==> src/rtl/vmem_port_ctrl.sv <==
`default_nettype none
// ============================================================================
// Module   : vmem_port_ctrl
// Purpose  : Round-robin sequencer for the write/read port of the 4096x4
//            video cell memory. Optional rectangle fill engine: VMEM_FILL_EN.
// Revision : 1.0  initial release
// ============================================================================
module vmem_port_ctrl (
    input  logic        clk,
    input  logic        rst_n,
    input  logic        req0_valid,
    input  logic        req0_we,
    input  logic [11:0] req0_addr,
    input  logic [3:0]  req0_wdata,
    output logic        req0_ready,
    output logic        rsp0_valid,
    output logic [3:0]  rsp0_data,
    input  logic        req1_valid,
    input  logic        req1_we,
    input  logic [11:0] req1_addr,
    input  logic [3:0]  req1_wdata,
    output logic        req1_ready,
    output logic        rsp1_valid,
    output logic [3:0]  rsp1_data,
    input  logic        fill_start,
    input  logic [5:0]  fill_x0,
    input  logic [5:0]  fill_x1,
    input  logic [5:0]  fill_y0,
    input  logic [5:0]  fill_y1,
    input  logic [3:0]  fill_color,
    output logic        fill_busy,
    output logic        fill_done,
    output logic [11:0] mem_addr,
    output logic        mem_wr,
    output logic        mem_rd,
    output logic [3:0]  mem_wdata,
    input  logic [3:0]  mem_rdata
);

    localparam logic [1:0] SRC_REQ0 = 2'd0;
    localparam logic [1:0] SRC_REQ1 = 2'd1;
    localparam logic [1:0] SRC_FILL = 2'd2;

    function automatic logic [1:0] rr_next(input logic [1:0] src);
        return (src == SRC_FILL) ? SRC_REQ0 : src + 2'd1;
    endfunction

    logic [1:0]  rr_ptr;
    logic [1:0]  cand1;
    logic [1:0]  cand2;
    logic [1:0]  win;
    logic        grant_any;
    logic [3:0]  req_vec;
    logic [2:0]  grant;
    logic        fill_req;
    logic [11:0] fill_addr;
    logic [3:0]  fill_wdata;
    logic [11:0] sel_addr;
    logic [3:0]  sel_wdata;
    logic        sel_we;
    logic        rd_tag1;
    logic        rd_v2;
    logic        rd_tag2;

    // Requests are masked during reset so ready reads 0 while rst_n is low.
    always_comb begin
        req_vec   = {1'b0, fill_req, req1_valid, req0_valid} & {4{rst_n}};
        cand1     = rr_next(rr_ptr);
        cand2     = rr_next(cand1);
        grant_any = 1'b1;
        win       = rr_ptr;
        if (req_vec[rr_ptr])     win = rr_ptr;
        else if (req_vec[cand1]) win = cand1;
        else if (req_vec[cand2]) win = cand2;
        else                     grant_any = 1'b0;
    end

    assign grant      = grant_any ? (3'b001 << win) : 3'b000;
    assign req0_ready = grant[0];
    assign req1_ready = grant[1];

    always_comb begin
        sel_addr  = fill_addr;
        sel_wdata = fill_wdata;
        sel_we    = 1'b1;
        case (win)
            SRC_REQ0: begin
                sel_addr  = req0_addr;
                sel_wdata = req0_wdata;
                sel_we    = req0_we;
            end
            SRC_REQ1: begin
                sel_addr  = req1_addr;
                sel_wdata = req1_wdata;
                sel_we    = req1_we;
            end
            default: ;
        endcase
    end

    always_ff @(posedge clk or negedge rst_n) begin
        if (!rst_n) begin
            rr_ptr    <= SRC_REQ0;
            mem_addr  <= '0;
            mem_wdata <= '0;
            mem_wr    <= 1'b0;
            mem_rd    <= 1'b0;
            rd_tag1   <= 1'b0;
        end else if (grant_any) begin
            rr_ptr    <= rr_next(win);
            mem_addr  <= sel_addr;
            mem_wdata <= sel_wdata;
            mem_wr    <= sel_we;
            mem_rd    <= ~sel_we;
            if (!sel_we) rd_tag1 <= win[0];
        end else begin
            mem_wr    <= 1'b0;
            mem_rd    <= 1'b0;
        end
    end

    // mem_rd is the first tag stage; DOB is valid one cycle after it.
    always_ff @(posedge clk or negedge rst_n) begin
        if (!rst_n) begin
            rd_v2      <= 1'b0;
            rd_tag2    <= 1'b0;
            rsp0_valid <= 1'b0;
            rsp1_valid <= 1'b0;
            rsp0_data  <= '0;
            rsp1_data  <= '0;
        end else begin
            rd_v2      <= mem_rd;
            rd_tag2    <= rd_tag1;
            rsp0_valid <= rd_v2 & ~rd_tag2;
            rsp1_valid <= rd_v2 &  rd_tag2;
            if (rd_v2 && !rd_tag2) rsp0_data <= mem_rdata;
            if (rd_v2 &&  rd_tag2) rsp1_data <= mem_rdata;
        end
    end

`ifdef VMEM_FILL_EN
    localparam logic [1:0] F_IDLE  = 2'd0;
    localparam logic [1:0] F_RUN   = 2'd1;
    localparam logic [1:0] F_EMPTY = 2'd2;
    localparam logic [1:0] F_DONE  = 2'd3;

    logic [1:0] fill_state;
    logic [1:0] fill_state_nxt;
    logic [5:0] cur_x;
    logic [5:0] cur_y;
    logic [5:0] lim_x0;
    logic [5:0] lim_x1;
    logic [5:0] lim_y1;
    logic [3:0] color_q;
    logic       fill_grant;
    logic       fill_accept;
    logic       rect_empty;
    logic       last_cell;

    assign fill_grant  = grant[2];
    assign fill_accept = fill_start & ((fill_state == F_IDLE) | (fill_state == F_DONE));
    assign rect_empty  = (fill_x0 > fill_x1) | (fill_y0 > fill_y1);
    assign last_cell   = (cur_x == lim_x1) & (cur_y == lim_y1);

    always_ff @(posedge clk or negedge rst_n) begin
        if (!rst_n) fill_state <= F_IDLE;
        else        fill_state <= fill_state_nxt;
    end

    always_comb begin
        fill_state_nxt = fill_state;
        case (fill_state)
            F_IDLE, F_DONE: begin
                if (fill_accept) fill_state_nxt = rect_empty ? F_EMPTY : F_RUN;
                else             fill_state_nxt = F_IDLE;
            end
            F_RUN:   if (fill_grant && last_cell) fill_state_nxt = F_DONE;
            F_EMPTY: fill_state_nxt = F_DONE;
            default: fill_state_nxt = F_IDLE;
        endcase
    end

    always_comb begin
        fill_req  = (fill_state == F_RUN);
        fill_busy = (fill_state == F_RUN) | (fill_state == F_EMPTY);
        fill_done = (fill_state == F_DONE);
    end

    // Row-major cursor: column wraps back to x0 and bumps the row.
    always_ff @(posedge clk or negedge rst_n) begin
        if (!rst_n) begin
            cur_x   <= '0;
            cur_y   <= '0;
            lim_x0  <= '0;
            lim_x1  <= '0;
            lim_y1  <= '0;
            color_q <= '0;
        end else if (fill_accept) begin
            cur_x   <= fill_x0;
            cur_y   <= fill_y0;
            lim_x0  <= fill_x0;
            lim_x1  <= fill_x1;
            lim_y1  <= fill_y1;
            color_q <= fill_color;
        end else if (fill_grant && !last_cell) begin
            if (cur_x == lim_x1) begin
                cur_x <= lim_x0;
                cur_y <= cur_y + 6'd1;
            end else begin
                cur_x <= cur_x + 6'd1;
            end
        end
    end

    assign fill_addr  = {cur_y, cur_x};
    assign fill_wdata = color_q;
`else
    logic unused_fill;

    assign fill_req    = 1'b0;
    assign fill_addr   = '0;
    assign fill_wdata  = '0;
    assign fill_busy   = 1'b0;
    assign fill_done   = 1'b0;
    assign unused_fill = ^{fill_start, fill_x0, fill_x1, fill_y0, fill_y1, fill_color, grant[2]};
`endif

endmodule
`default_nettype wire

==> config.mk <==
export PLATFORM = sky130hd
export DESIGN_NAME = vmem_port_ctrl
export DESIGN_NICKNAME = d
export VERILOG_FILES = /design/src/rtl/vmem_port_ctrl.sv
export SDC_FILE = /design/constraint.sdc
export NUM_CORES = 1
export LEC_CHECK = 0
export CORE_MARGIN = 2
export CORE_UTILIZATION = 25
export CTS_CLUSTER_DIAMETER = 100
export CTS_CLUSTER_SIZE = 12
export DETAILED_ROUTE_END_ITERATION = 10
export GPL_ROUTABILITY_DRIVEN = 0
export GPL_TIMING_DRIVEN = 0
export PLACE_DENSITY = 0.66
export SETUP_SLACK_MARGIN = 0.1
export SKIP_CTS_REPAIR_TIMING = 1
export SYNTH_ARGS = -nofsm -noshare
export SYNTH_HDL_FRONTEND = slang
export SYNTH_SLANG_ARGS = --single-unit
==> constraint.sdc <==
create_clock -name clk -period 1.35 [get_ports clk]
set_input_delay 0.135 -clock clk [delete_from_list [all_inputs] [get_ports clk]]
set_output_delay 0.135 -clock clk [all_outputs]
set_load 0.01 [all_outputs]
==> impl_metrics.tcl <==
set metrics [dict create \
    dieArea_um2 6780 \
    antenna_found_initial 0 \
    worst_skew_pair.late_latency_ps 280 \
    ir_worst_vdd_v 0.000635 \
    drive_gt1_share_pct 32.9 \
    multi_input_area_um2 777 \
    synth_cell_type_count 27 \
    avgSynthCellArea_um2 10.5 \
    fin_nets 304 \
    worstPathArrival_ps 1360 \
    grt_start_max_net_pins 40 \
    drt_iter0_markers 52 \
    placedCellCount 292 \
    grt_pass1_wl_um 6530 \
    die_width_um 82.4 \
    r2r-end "mem_addr[8]$_DFFE_PN0P_" \
    hpwlAfterDp_um 2940 \
    cts_tree "built" \
    cts.reportedPaths.clkPinSlew_ps 80 \
    initial_core_util_pct 25.9 \
    cp_slowest_cell "dfrtp_1" \
    finClkSkew_ps 8.02 \
    core.rowCount 28 \
    worstPathRequired_ps 1220 \
    start_kind "flop" \
    min_period_ps 1490 \
    gr-total-overflow 0 \
    path_class "flop to output pin" \
    setup_ws_ps -143 \
    core_area_um2 5920 \
    crit_fanout 3 \
    hold_viol_final 33 \
    drt-total-wl_um 4510 \
    status "complete, but fails checks" \
    num_antenna_cells 0 \
    rsz0062_at_grt "true" \
    clockBufferDepth 2 \
    ant_nets 0 \
    slew_viol_final 0 \
    cts_buffers 5 \
    fin_area_um2 2790 \
    n_fill_cell 584 \
    violations "hold timing, setup timing" \
    worst_hold_slack_ps -258 \
    syn_inst 146 \
    endpoint "req1_ready" \
    path_cells "buf_6 -> and2_4 -> buf_8 -> nor2_4 -> nor2_2 -> buf_2" \
    instances_no_fill 309 \
    routed-via-count 1416 \
    r2r_setup_slack_ps -90 \
    period_share_pct 111 \
    reg2regPathDepth 7 \
    cts.sinks 33 \
    ys_ff_latch 33 \
    io_pins 103 \
    clock.fmax_mhz 670 \
    r2r-start "rr_ptr[0]$_DFFE_PN0P_" \
    cp-startpoint "rr_ptr[0]$_DFFE_PN0P_" \
    end_kind "output pin" \
    cts-root-buf "clkbuf_8" \
    max-cap-violations 0 \
    vias_per_cell 4.58 \
    first_pass_iters 4 \
    powerDensity_nw_per_um2 1280 \
    seq_area_um2 826 \
    drt-wirelength-per-cell_um 14.6 \
    ys_warn_count 0 \
    yosysSeqAreaShare_pct 53.8 \
    worstHoldPathType "primary input to async pin" \
    synthToLayoutAreaGrowth_pct 81.8 \
    p_leak_nw 1.35 \
    netlist_area_um2 1540 \
    grtUsageTotal_pct 13.0 \
    drc 0 \
    h-tree-depth 2 \
    grt_pass1_vias 1329 \
    port_buffers 70 \
    finalSetupViolCount 12 \
    dpl_cell_area_um2 2330 \
    die_y_um 82.4 \
    critPathMaxStageDelay_ps 410 \
    pre_cts_slack_ps -912 \
]
[how the worst min path moves through the flow]
stage	to	slack, ps
floorplan	mem_addr[0]$_DFFE_PN0P_	-160
global placement	rd_v2$_DFF_PN0_	360
detailed placement	rsp1_data[2]$_DFFE_PN0P_	290
CTS	rsp1_data[2]$_DFFE_PN0P_	-20
global route	rsp0_data[3]$_DFFE_PN0P_	-250
finish	rsp1_data[2]$_DFFE_PN0P_	-260
[cells in the final DEF, fill, tap and decap left out, types with 2 or more instances in the layout]
cell,synthesis,final
a21oi_1,18,11
o21ai_2,2,13
a31oi_4,0,5
buf_6,3,6
nor2_1,22,20
clkbuf_8,0,5
buf_12,1,3
buf_2,3,5
a21oi_2,1,8
buf_4,4,8
conb_1,1,2
nand2_1,2,2
clkdlybuf4s50_1,0,38
a31oi_1,16,11
mux2_2,8,8
nand2_2,2,2
nor2b_4,2,2
o21ai_1,9,4
dfrtp_1,33,33
o21ai_0,9,3
dlymetal6s2s_1,0,29
[layer usage]
metal  track usage [%]  vias to the layer above  routed length (um)
li1                  -                      689                   -
met1              15.9                      672                1860
met2              21.5                       50                2290
met3              4.35                        5                 321
met4              4.17                        0                  37
met5                 0                        -                   0
[cell usage after synthesis]
cell type	instances	area share, %
nor2b_1	1	0.41
a31oi_1	16	6.5
buf_4	4	2.0
and3_1	1	0.41
and2_4	1	0.57
dfrtp_1	33	54
mux2_2	8	5.9
o21ai_0	9	2.9
a21o_1	1	0.49
o21a_1	1	0.49
o21ai_1	9	2.9
nor2b_4	2	1.8
buf_12	1	1.3
conb_1	1	0.24
a21oi_2	1	0.57
inv_1	1	0.24
buf_6	3	2.2
nand2_2	2	0.81
o21ai_2	2	1.1
o21a_4	1	0.98
nor2_1	22	5.4
a21oi_1	18	5.9
clkbuf_1	1	0.24
o21ai_4	1	1.1
buf_2	3	0.98
nand3_1	1	0.33
nand2_1	2	0.49
[stage by stage]
step / setup TNS, ps / hold WS [ps] / power, W / utilization (%)
finish: -738 / -258 / 0.00358 / 47.1
global route: -1830 / -246 / 0.00381 / 47.1
CTS: -4070 / -19.5 / 0.00349 / 41.3
detailed placement: -9890 / 293 / 0.00253 / 39.3
global placement: -61030 / 359 / 0.00251 / 39.4
floorplan: 0 / -161 / 0.00186 / -
[kinds of logic (layout without fill, tap and decap cells)]
| group | count (synthesis) | count (layout) | synth area share, % |
|---|---|---|---|
| multiplexers | 8 | 8 | 5.87 |
| AO/OA/AOI/OAI | 59 | 59 | 23.0 |
| AND/OR/NAND/NOR | 32 | 32 | 10.2 |
| flip-flops | 33 | 33 | 53.8 |
| buffers and inverters | 13 | 100 | 6.93 |
| other | 1 | 2 | 0.244 |
[final cells by class]
class / instances / area share (%)
plain buffers: 12 / 4.17
repair buffers: 79 / 30.8
clock buffers: 5 / 2.47
clock inverters: 3 / 1.66
flip-flops and latches: 33 / 29.6
well taps: 75 / 3.36
inverters: 1 / 0.134
multi-input cells: 101 / 27.8
[report_power, final]
part	total (W)	switching (W)	internal, W
registers	0.00132	0.000106	0.00121
clock network	0.000949	0.000397	0.000552
logic	0.00131	0.000569	0.000741
[state kept, by name, summed over array words and instances (netlist names), 2 cells and up]
name,flops
mem_addr,12
mem_wdata,4
rsp0_data,4
rsp1_data,4
rr_ptr,2
[worst max-delay path: cells and delay by family, from the launching register on]
kind          cells  cell delay [ps]
flops             1              410
buf+inv           3              390
simple gates      3              280
No activity file was read; power rests on OpenSTA's default activity.
